--- src/rtl/decoder_pkg.sv ---
// ============================================================================
// Module      : decoder_pkg
// Description : Shared FSM state encoding and hold/gap counter width for the
//               one-hot decoder.
// Revision    : 1.0 - initial release
// ============================================================================
`default_nettype none

package decoder_pkg;

  localparam int CNT_W = 4;

  // ST_ prefix keeps the literals clear of the decoder's GAP parameter.
  typedef enum logic [1:0] {
    ST_IDLE  = 2'd0,
    ST_DRIVE = 2'd1,
    ST_GAP   = 2'd2
  } state_t;

endpackage

`default_nettype wire

--- src/rtl/hold_counter.sv ---
// ============================================================================
// Module      : hold_counter
// Description : Loadable down-counter that saturates at zero; done_o flags
//               the final cycle of a timed interval.
// Revision    : 1.0 - initial release
// ============================================================================
`default_nettype none

module hold_counter
  import decoder_pkg::*;
(
  input  logic             clk,
  input  logic             rst_n,
  input  logic             load_i,
  input  logic [CNT_W-1:0] load_val_i,
  output logic             done_o
);

  logic [CNT_W-1:0] count_q;

  always_ff @(posedge clk or negedge rst_n) begin
    if (!rst_n) begin
      count_q <= '0;
    end else if (load_i) begin
      count_q <= load_val_i;
    end else if (count_q != '0) begin
      count_q <= count_q - CNT_W'(1);
    end
  end

  assign done_o = (count_q == '0);

endmodule

`default_nettype wire

--- src/rtl/onehot_decoder.sv ---
// ============================================================================
// Module      : onehot_decoder
// Description : Accepts binary codes through a one-entry pending buffer and
//               drives each as a registered one-hot pattern for HOLD cycles,
//               separated by GAP all-zero cycles.
// Revision    : 1.0 - initial release
// ============================================================================
`default_nettype none

module onehot_decoder
  import decoder_pkg::*;
#(
  parameter int N    = 3,
  parameter int HOLD = 2,
  parameter int GAP  = 1
) (
  input  logic            clk,
  input  logic            rst_n,
  input  logic            enable,
  input  logic            in_valid,
  input  logic [N-1:0]    in_code,
  output logic            in_ready,
  output logic [2**N-1:0] decode,
  output logic            out_valid,
  output logic            busy
);

  localparam logic [CNT_W-1:0] HOLD_LD = CNT_W'(HOLD - 1);
  localparam logic [CNT_W-1:0] GAP_LD  = CNT_W'(GAP - 1);
  localparam bit               HAS_GAP = (GAP > 0);

  state_t            state_q, state_d;
  logic              pend_valid_q, pend_valid_d;
  logic [N-1:0]      pend_code_q, pend_code_d;
  logic [N-1:0]      code_q, code_d;
  logic [2**N-1:0]   decode_q, decode_d;
  logic              out_valid_q;
  logic              busy_q, busy_d;
  logic              run_q;

  logic              xfer;
  logic              decide;
  logic              bypass;
  logic              cnt_load;
  logic [CNT_W-1:0]  cnt_val;
  logic              cnt_done;

  // run_q holds in_ready low until the first clock edge after reset release.
  assign in_ready = enable & run_q & ~pend_valid_q;
  assign xfer     = in_valid & in_ready;

  always_comb begin
    state_d      = state_q;
    pend_valid_d = pend_valid_q;
    pend_code_d  = pend_code_q;
    code_d       = code_q;
    cnt_load     = 1'b0;
    cnt_val      = HOLD_LD;
    decide       = 1'b0;
    bypass       = 1'b0;

    case (state_q)
      ST_IDLE: decide = 1'b1;
      ST_DRIVE: begin
        if (cnt_done) begin
          if (HAS_GAP) begin
            state_d  = ST_GAP;
            cnt_load = 1'b1;
            cnt_val  = GAP_LD;
          end else begin
            decide = 1'b1;
          end
        end
      end
      ST_GAP:  decide = cnt_done;
      default: state_d = ST_IDLE;
    endcase

    // Start decision shared by IDLE and the last DRIVE/GAP cycle.
    if (decide) begin
      state_d = ST_IDLE;
      if (pend_valid_q && enable) begin
        state_d      = ST_DRIVE;
        code_d       = pend_code_q;
        pend_valid_d = 1'b0;
        cnt_load     = 1'b1;
        cnt_val      = HOLD_LD;
      end else if (xfer) begin
        state_d  = ST_DRIVE;
        code_d   = in_code;
        bypass   = 1'b1;
        cnt_load = 1'b1;
        cnt_val  = HOLD_LD;
      end
    end

    if (xfer && !bypass) begin
      pend_valid_d = 1'b1;
      pend_code_d  = in_code;
    end

    decode_d = '0;
    if (state_d == ST_DRIVE) begin
      decode_d[code_d] = 1'b1;
    end
    busy_d = (state_d != ST_IDLE) || pend_valid_d;
  end

  always_ff @(posedge clk or negedge rst_n) begin
    if (!rst_n) begin
      state_q      <= ST_IDLE;
      pend_valid_q <= 1'b0;
      pend_code_q  <= '0;
      code_q       <= '0;
      decode_q     <= '0;
      out_valid_q  <= 1'b0;
      busy_q       <= 1'b0;
      run_q        <= 1'b0;
    end else begin
      state_q      <= state_d;
      pend_valid_q <= pend_valid_d;
      pend_code_q  <= pend_code_d;
      code_q       <= code_d;
      decode_q     <= decode_d;
      out_valid_q  <= (state_d == ST_DRIVE);
      busy_q       <= busy_d;
      run_q        <= 1'b1;
    end
  end

  hold_counter u_hold_counter (
    .clk        (clk),
    .rst_n      (rst_n),
    .load_i     (cnt_load),
    .load_val_i (cnt_val),
    .done_o     (cnt_done)
  );

  assign decode    = decode_q;
  assign out_valid = out_valid_q;
  assign busy      = busy_q;

endmodule

`default_nettype wire

--- config.mk ---
export PLATFORM = sky130hd
export DESIGN_NAME = onehot_decoder
export DESIGN_NICKNAME = d
export VERILOG_FILES = /design/src/rtl/decoder_pkg.sv /design/src/rtl/hold_counter.sv /design/src/rtl/onehot_decoder.sv
export SDC_FILE = /design/constraint.sdc
export NUM_CORES = 1
export LEC_CHECK = 0
export BUFFER_PORTS_ARGS = -buffer_cell sky130_fd_sc_hd__buf_4
export CORE_AREA = 2 2 54 56
export CTS_BUF_LIST = sky130_fd_sc_hd__clkbuf_8 sky130_fd_sc_hd__clkbuf_16
export DETAILED_ROUTE_END_ITERATION = 12
export DIE_AREA = 0 0 56 58
export HOLD_SLACK_MARGIN = 0.15
export MAX_ROUTING_LAYER = met4
export PLACE_DENSITY = 0.6
export SYNTH_ARGS = -nofsm -noshare
export SYNTH_HDL_FRONTEND = slang
export SYNTH_SLANG_ARGS = --single-unit
--- constraint.sdc ---
create_clock -name clk -period 2.1 [get_ports clk]
set_input_delay 0.105 -clock clk [delete_from_list [all_inputs] [get_ports clk]]
set_output_delay 0.105 -clock clk [all_outputs]
set_load 0.03 [all_outputs]
==> results by group, run 1 <==
Global route
  • Number of global-route vias before repair: 800
  • Total global-route track usage: 13.31%
  • Gr ovfl total: 0
  • Initial antenna violation count: 0
  • First-pass GRT wire length: 3291 microns
  • Largest net degree at the start of global routing: 25

Pwr
  • Internal: 1.228 mW
  • Pwr Density: 1456 nW/um^2
  • Maximum VDD drop: 949.9 uV
  • Sw Pwr: 0.7817 mW
  • Gate power share: 46.8%
  • Lkg Pwr: 0.6376 nW
  • Switching portion of total power: 38.90%
  • Clock network fraction of total power: 15.3%
  • Sequential power share: 37.8%

Min path
  • Hold EP: pend_valid_q
  • Hold Crit Depth: 3
  • Hold_sp: enable
  • Hold Path Class: input pin to flip-flop

Worst setup path
  • Worst Setup Start Kind: flip-flop
  • Worst setup EP type: flip-flop
  • Crit path DAT: 2.15 ns
  • R2R Path Start: u_hold_counter.count_q[1]
  • Setup CP Type: flip-flop to flip-flop
  • Worst r2r path cells: 6
  • Crit path max fanout: 9
  • CP startpoint: u_hold_counter.count_q[1]
  • RR Endpoint: decode[2]
  • Reg-to-reg setup timing slack: 0.08 ns
  • Worst Path Required: 2.23 ns

Drt
  • Wirelength, routed: 1940 microns
  • Via count: 803
  • Routed WL per cell: 12.28 microns
  • Antenna viol nets, final: 0
  • DRT Pass-1 Iters: 5
  • DRC: 0
  • Via/cell ratio: 5.082
  • Initial DRC Count: 7

Synth
  • Yosys top cell area share: 55.81%
  • Post-synth EDFFs: 0
  • Yosys top cell by area: dfrtp_1
  • Gate Count Post-Synth: 99
  • Area contributors post-synth: dfrtp_1 (56%), nor3_1 (5.1%), mux2_2 (3.1%)
  • Synth cell types: 35
  • Yosys warning count: 0
  • Most used DFF post-synth: dfrtp_1
  • Top cells by count, synth: dfrtp_1 (24), nor3_1 (11), nor2_1 (7), a21oi_1 (6), nand2_1 (6)
  • Synth Area in XOR/XNOR: 0%
  • Post-synth ARST share: 100.0%
  • Number of synthesized register bits: 24
  • Post-Syn Nets: 107
  • Register area share after synthesis: 55.81%
  • Simple-gate share of the synthesized area: 19.07%
  • Post-Synth Adder-Cell Area: 1.163%
  • Largest family of logic cells by synthesized area: simple AND/OR/NAND/NOR gates
  • Synth Cell Area: 1076 sq um
  • Top-count cell post-synth: dfrtp_1
  • Complex-gate fraction of the synthesized area: 16.63%
  • Mux share of post-synthesis cell area: 3.140%
  • Average size of a mapped cell: 10.87 sq um

Floorplanning
  • Chip height: 58 microns
  • Initial Util: 40.41%
  • Die area: 3248 sq um
  • Die width: 56 microns
  • IO Pins: 18
  • Row count: 19
  • Core footprint: 2663 sq um

Placement
  • RePlAce Congestion: 0.7814
  • Placed cell areas: 1265 sq um
  • Dpl hpwl: 1438 microns
  • Buffers on Ports: 17

Run status
  • Status: finished clean

CTS
  • Worst-Skew Late Latency: 0.26 ns
  • Root Buffer: clkbuf_8
  • TritonCTS clock tree: done
  • Clk sink count: 24
  • Clock transition at path regs: 0.08 ns
  • Level count of the clock H-tree: 1
  • Maximum root-to-sink buffer count: 2
  • CTS buffer count: 3

Final layout
  • Nets: 136
  • Synthesis-to-finish area growth: 28.26%
  • Ant. Diodes: 0
  • Post-route cell area: 1380 sq um
  • Final Util: 51.83%
  • Share of cells above drive strength 1: 31.50%

Timing
  • Final hold vios: 0
  • Fin crit share: 96.31%
  • F_max: 494.4 MHz
  • Final setup viols: 0
  • Final Max Tran Viols: 0
  • RSZ-0062 raised after global routing: false
  • Clock period minus final worst setup slack: 2.023 ns
  • Final setup skew: 0.002198 ns
  • Setup_tns: 0 ns

Flow run
  • Max-cap violations: 0
-- how the worst max path moves through the flow --
stage | slack (ns) | cells after the start | endpoint
2_1_floorplan | 0.16 | 8 | decode[2]
3_3_place_gp | 0.03 | 7 | decode[1]
3_5_place_dp | 0.02 | 7 | decode[1]
4_1_cts | 0.08 | 7 | decode[1]
5_1_grt | 0.0003 | 7 | decode[1]
6_report | 0.08 | 6 | decode[2]
-- power groups by stage --
stage | clock network (mW) | logic, mW | registers (mW)
final | 0.308 | 0.941 | 0.760
after global routing | 0.331 | 1.04 | 0.789
after CTS | 0.312 | 0.917 | 0.761
after detailed placement | 0 | 0.897 | 0.771
after global placement | 0 | 0.889 | 0.765
after floorplan | 0 | 0.561 | 0.833
-- stage by stage --
step,cells,power (mW),hold WS (ns),setup slack [ns]
2_1_floorplan,99,1.394,-0.1906,0.1646
3_3_place_gp,149,1.654,0.01609,0.03065
3_5_place_dp,149,1.668,0.02039,0.01664
4_1_cts,157,1.990,0.1768,0.07534
5_1_grt,158,2.154,0.2114,0.0003111
6_report,158,2.010,0.1735,0.07749
-- layer usage --
layer	routed length [microns]	up-vias	track usage (%)	part of all wire (%)
met4	20	0	5.102	1.0
met3	44	2	3.348	2.3
met1	890	384	15.75	46
met5	0	-	-	0
li1	-	409	-	-
met2	985	8	22.02	51
-- layout by cell type, fill, tap and decap left out, types with 2 or more instances in the layout --
| master | n |
|---|---|
| o22ai_1 | 2 |
| dlygate4sd3_1 | 4 |
| inv_2 | 2 |
| nand2b_1 | 3 |
| nor3_1 | 9 |
| mux2_2 | 3 |
| or3_1 | 2 |
| o21ai_0 | 2 |
| a21oi_1 | 6 |
| a221oi_1 | 2 |
| nand3b_1 | 2 |
| nor2_1 | 7 |
| nand2_1 | 6 |
| nand4b_1 | 2 |
| buf_4 | 24 |
| nor3_2 | 2 |
| inv_1 | 3 |
| clkbuf_8 | 4 |
| dfrtp_1 | 24 |
-- cell type report --
class,instances,area [sq um]
Tap cell,31,38.79
Fill cell,254,1282
Clock buffer,4,55.05
Multi-Input combinational cell,66,446.7
Inverter,5,18.77
Sequential cell,24,600.6
Timing Repair Buffer,28,220.2
-- worst max-delay path: stages (launching register included) --
cell and delay, ns:
dfrtp_1 0.40, inv_1 0.06, ha_1 0.15, or3b_4 0.44
a221oi_1 0.46, o21bai_1 0.27, nor3_1 0.11
-- what timing repair did --
action	CTS	global route
hold endpoints to repair	27	0
setup endpoints to repair	2	3
hold buffers	4	0
buffers inserted	0	1
pin swaps	0	1
resized for setup	1	2
-- registers in the layout, indices dropped and copies added, names as in the netlist --
name	flops
decode	8
u_hold_counter.count_q	4
code_q	3
pend_code_q	3
state_q	2
busy	1
out_valid	1
pend_valid_q	1
run_q	1
-- logic make-up (layout without fill, tap and decap cells) --
logic type,count (synthesis),in the layout
AOI/OAI and AO/OA,24,24
adders and majority gates,1,1
buffers and inverters,9,37
DFF,24,24
muxes,3,3
other,1,1
and+or+nand+nor,37,37
(Power assumes the default switching activity.)
==> inputs of run 2 (changes only) <==
RECOVER_POWER = 100   (was not set)
==> run 2 against run 1 <==
  * Sequential power barely moved
  * Combinational power fell by 7.5%
  * Fmax rose by 0.32%
  * Sequential cell count did not move
  * Cell area fell by 3.8%
  * Via count rose by 1.1%
  * Hold slack got worse by 0.0012 ns
  * Largest cell class unchanged
==> results by group, run 2 (synthesis results as in run 1) <==
Min path
  • Hold EP: pend_valid_q
  • Hold Path Class: input pin to flip-flop
  • Hold Crit Depth: 3
  • Hold_sp: enable

Floorplanning
  • Die width: 56 microns
  • Die area: 3248 sq um
  • Row count: 19
  • Chip height: 58 microns
  • Initial Util: 40.41%
  • IO Pins: 18
  • Core footprint: 2663 sq um

Global route
  • Total global-route track usage: 13.31%
  • Initial antenna violation count: 0
  • Number of global-route vias before repair: 800
  • First-pass GRT wire length: 3291 microns
  • Largest net degree at the start of global routing: 25
  • Gr ovfl total: 0

Placement
  • Buffers on Ports: 17
  • Placed cell areas: 1265 sq um
  • Dpl hpwl: 1438 microns
  • RePlAce Congestion: 0.7814

Run status
  • Status: finished clean

Timing
  • Setup_tns: 0 ns
  • RSZ-0062 raised after global routing: false
  • Fin crit share: 96.00%
  • Clock period minus final worst setup slack: 2.016 ns
  • F_max: 496.0 MHz
  • Final Max Tran Viols: 0
  • Final setup viols: 0
  • Final setup skew: 0.005398 ns
  • Final hold vios: 0
  • Worst slew pin tran: 1.245 ns
  • Slew headroom: 17.00%

Pwr
  • Design Power: 1.934 mW
  • Lkg Pwr: 0.5803 nW
  • Pwr Density: 1457 nW/um^2
  • Maximum VDD drop: 932.0 uV

Drt
  • DRC: 0
  • Via count: 812
  • Wirelength, routed: 1944 microns
  • Initial DRC Count: 8
  • Routed WL per cell: 12.30 microns
  • Antenna viol nets, final: 0
  • Via/cell ratio: 5.139
  • DRT Pass-1 Iters: 5

Worst setup path
  • Worst Path Required: 2.22 ns
  • Worst Setup Start Kind: flip-flop
  • Critical Path, Cell by Cell: inv_1 -> ha_1 -> or3b_4 -> a221oi_1 -> o21bai_1 -> nor3_1
  • Worst Path Buf+Inv: 1
  • Slowest CP cell: a221oi_1
  • Worst r2r path cells: 6
  • Worst setup EP type: flip-flop
  • Setup CP Type: flip-flop to flip-flop
  • Crit path DAT: 2.14 ns
  • Crit path max fanout: 9
  • Critical path's largest stage delay: 0.46 ns
  • RR Endpoint: decode[2]
  • Reg-to-reg setup timing slack: 0.08 ns
  • Largest delay share family, worst path: compound AO/OA/AOI/OAI gates
  • R2R Path Start: u_hold_counter.count_q[1]

Final layout
  • Nets: 136
  • Max reg flops: 8
  • Post-route cell area: 1328 sq um
  • Most frequent cells in the layout: dfrtp_1 (24), clkbuf_1 (14), nor3_1 (9), buf_4 (9), nor2_1 (7)
  • Share of cells above drive strength 1: 20.47%
  • Ant. Diodes: 0
  • Final Util: 49.86%
  • Synthesis-to-finish area growth: 23.37%
  • Leading cell type in the layout, fill and taps excluded: dfrtp_1

CTS
  • Root Buffer: clkbuf_8
  • Clock transition at path regs: 0.08 ns
  • Maximum root-to-sink buffer count: 2
  • Worst-Skew Late Latency: 0.26 ns
  • Clk sink count: 24
  • CTS buffer count: 3
  • Level count of the clock H-tree: 1
  • TritonCTS clock tree: done

Flow run
  • Max-cap violations: 0
-- run 2: changes by cell type in the layout (fill, tap and decap cells not counted) --
cell | before | now
a21boi_0 | 1 | 2
a21boi_1 | 1 | 0
buf_4 | 24 | 9
clkbuf_1 | 0 | 14
clkbuf_4 | 0 | 1
-- run 2: how the worst max path moves through the flow --
stage / from / to / slack (ns) / depth (start not counted)
after CTS: u_hold_counter.count_q[1] / decode[1] / 0.08 / 7
after global routing: u_hold_counter.count_q[1] / decode[1] / 0.002 / 7
final: u_hold_counter.count_q[1] / decode[2] / 0.08 / 6
after floorplan: u_hold_counter.count_q[0] / decode[2] / 0.16 / 8
after detailed placement: u_hold_counter.count_q[1] / decode[1] / 0.02 / 7
after global placement: u_hold_counter.count_q[0] / decode[1] / 0.03 / 7
-- run 2: through the flow --
step / std cells / worst slack, ns / hold slack (ns)
floorplan: 99 / 0.1646 / -0.1906
global route: 158 / 0.002121 / 0.2114
global placement: 149 / 0.03065 / 0.01609
detailed placement: 149 / 0.01664 / 0.02039
finish: 158 / 0.08396 / 0.1724
CTS: 157 / 0.07534 / 0.1768
-- run 2: cell type report --
type,count,area (sq um)
Sequential cell,24,600.6
Multi-Input combinational cell,66,446.7
Inverter,5,18.77
Fill cell,273,1335
Timing Repair Buffer,28,167.7
Tap cell,31,38.79
Clock buffer,4,55.05
-- run 2: power by group --
group	internal [mW]	total (mW)	leakage (nW)	switching, mW
Combinational	0.358	0.870	0.244	0.512
Sequential	0.633	0.759	0.308	0.126
Clock	0.167	0.305	0.0288	0.138
-- run 2: worst register-to-register path: stages, from the launching register on --
cell      delay (ns)
dfrtp_1         0.40
inv_1           0.06
ha_1            0.15
or3b_4          0.44
a221oi_1        0.46
o21bai_1        0.27
nor3_1          0.11
-- run 2: metal layers --
metal | up-vias | part of all wire, % | track usage, %
met4 | 0 | 1.4 | 5.102
met2 | 9 | 50 | 22.02
met1 | 389 | 47 | 15.75
met5 | - | 0 | -
li1 | 410 | - | -
met3 | 4 | 2.2 | 3.348
-- run 2: timing repair --
action	in CTS	in global routing
buffers inserted	0	1
setup endpoints to repair	2	3
hold buffers	4	0
hold endpoints to repair	27	0
pin swaps	0	1
gates resized for setup	1	2
cloned	0	0
==> inputs of run 3 (changes only) <==
CELL_PAD_IN_SITES_DETAIL_PLACEMENT = 1   (was not set)
CELL_PAD_IN_SITES_GLOBAL_PLACEMENT = 1   (was not set)
PLACE_DENSITY = 0.73   (was 0.6)
==> run 3 against run 2 <==
  * Total power rose by 9.7%
  * Highest routed layer unchanged
  * Cell area rose by 4.0%
  * Largest power group unchanged
  * Utilization rose by 2.0 points
  * Critical path type unchanged
==> results by group, run 3 (synthesis results as in run 1) <==
Worst setup path
  • Crit path max fanout: 6
  • Worst Setup Start Kind: flip-flop
  • Worst setup EP type: flip-flop
  • Critical Path, Cell by Cell: inv_1 -> ha_2 -> or3b_4 -> a211o_1 -> a21oi_4 -> inv_2 -> nor3_1
  • CP startpoint: u_hold_counter.count_q[0]
  • Crit path DAT: 2.18 ns
  • R2R Path Start: u_hold_counter.count_q[0]
  • Worst Path Required: 2.28 ns
  • Critical path's largest stage delay: 0.44 ns
  • Slowest CP cell: or3b_4
  • Setup CP Type: flip-flop to flip-flop

Final layout
  • Leading cell type in the layout, fill and taps excluded: dfrtp_1
  • Synthesis-to-finish area growth: 28.26%
  • Most frequent cells in the layout: dfrtp_1 (24), clkbuf_1 (13), buf_4 (10)
  • Finished Layout Cells: 159
  • Post-route cell area: 1380 sq um
  • Ant. Diodes: 0
  • Final Util: 51.83%
  • Nets: 137
  • Fillers: 307
  • Share of cells above drive strength 1: 25.78%
  • Max reg flops: 8

Placement
  • Dpl hpwl: 1821 microns
  • Buffers on Ports: 17
  • Placed cell areas: 1265 sq um
  • Post-Place Cells: 149
  • RePlAce Congestion: 0.7061

Timing
  • Clock period minus final worst setup slack: 2.005 ns
  • Final setup viols: 0
  • Worst slew pin tran: 1.243 ns
  • Final Max Tran Viols: 0
  • Slew headroom: 17.12%
  • Worst hold margin: 0.1918 ns
  • Final setup skew: 0.004586 ns
  • F_max: 498.7 MHz
  • Final hold vios: 0
  • Fin crit share: 95.49%

CTS
  • Worst-Skew Late Latency: 0.26 ns
  • Clock transition at path regs: 0.08 ns
  • Root Buffer: clkbuf_8
  • CTS buffer count: 3
  • Level count of the clock H-tree: 1
  • TritonCTS clock tree: done
  • Maximum root-to-sink buffer count: 2
  • Clk sink count: 24

Drt
  • DRT Pass-1 Iters: 6
  • Wirelength, routed: 2474 microns
  • DRC: 0
  • Initial DRC Count: 14
  • Antenna viol nets, final: 0
  • Routed WL per cell: 15.56 microns
  • Via count: 878
  • Via/cell ratio: 5.522

Run status
  • Status: finished clean

Pwr
  • Pwr Density: 1537 nW/um^2
  • Maximum VDD drop: 766.1 uV
  • Lkg Pwr: 0.5957 nW

Floorplanning
  • Row count: 19
  • Die area: 3248 sq um
  • Die width: 56 microns
  • Initial Util: 40.41%
  • Core footprint: 2663 sq um
  • IO Pins: 18
  • Chip height: 58 microns

Global route
  • Initial antenna violation count: 0
  • Gr ovfl total: 0
  • Number of global-route vias before repair: 914
  • First-pass GRT wire length: 4133 microns
  • Largest net degree at the start of global routing: 25
  • Total global-route track usage: 16.86%

Min path
  • Hold Path Class: input pin to flip-flop
  • Hold_sp: enable

Flow run
  • Max-cap violations: 0
==> run 3: cell count changes in the layout (fill, tap and decap cells not counted), sizes merged <==
cell    previous run  this run
bufinv             0         1
clkbuf            19        17
or3b               1         2
buf                9        10
==> run 3: timing repair <==
item / in CTS / in global routing
setup endpoints to repair: 7 / 9
hold endpoints to repair: 27 / 0
pin swaps: 0 / 2
setup buffers: 0 / 1
hold buffers: 4 / 0
resized for setup: 2 / 6
cloned: 0 / 1
==> run 3: final timing paths <==
kind | endpoint | slack (ns) | depth (start not counted)
setup / recovery | decode[3] | 0.09 | 7
setup reg to reg | decode[3] | 0.09 | 7
max in group asynchronous | decode[7] | 0.74 | 2
hold reg to reg | pend_code_q[0] | 0.52 | 1
min in group asynchronous | pend_code_q[1] | 0.62 | 2
hold / removal | pend_valid_q | 0.19 | 3
==> run 3: power breakdown <==
part           switching [mW]  internal, mW
registers               0.140         0.633
logic                   0.568         0.385
clock network           0.140         0.254
total                   0.849          1.27
==> run 3: per-layer routing <==
layer / vias up / wire length [microns] / GRT usage [%] / share of wire [%]
li1: 419 / - / - / -
met1: 446 / 1123 / 19.65 / 45
met2: 11 / 1293 / 29.08 / 52
met3: 2 / 43 / 3.125 / 1.7
met4: 0 / 14 / 6.463 / 0.57
met5: - / 0 / - / 0
==> run 3: stage by stage <==
step | setup WS (ns) | power [mW] | TNS [ns]
global placement | -0.001696 | 1.662 | -0.001696
detailed placement | -0.08238 | 1.709 | -0.2469
CTS | -0.01515 | 2.141 | -0.02761
global route | -0.01255 | 2.280 | -0.01883
finish | 0.09463 | 2.122 | 0
floorplan | 0.1646 | 1.394 | 0
==> run 3: area by class of cell <==
cell class                      count  area (sq um)  area share [%]
Inverter                            5         18.77           1.360
Timing Repair Buffer               28         171.4           12.42
Clock inverter                      1         30.03           2.176
Clock buffer                        3         41.29           2.992
Multi-Input combinational cell     67         479.2           34.72
Tap cell                           31         38.79           2.811
Sequential cell                    24         600.6           43.52
==> run 3: critical path: cells and delay by family, from the launching register on <==
kind | cells | cell delay, ns
flip-flops | 1 | 0.39
buffers and inverters | 2 | 0.16
AO/OA/AOI/OAI | 2 | 0.52
adder cells (fa/ha/maj) | 1 | 0.21
AND/OR/NAND/NOR | 2 | 0.63
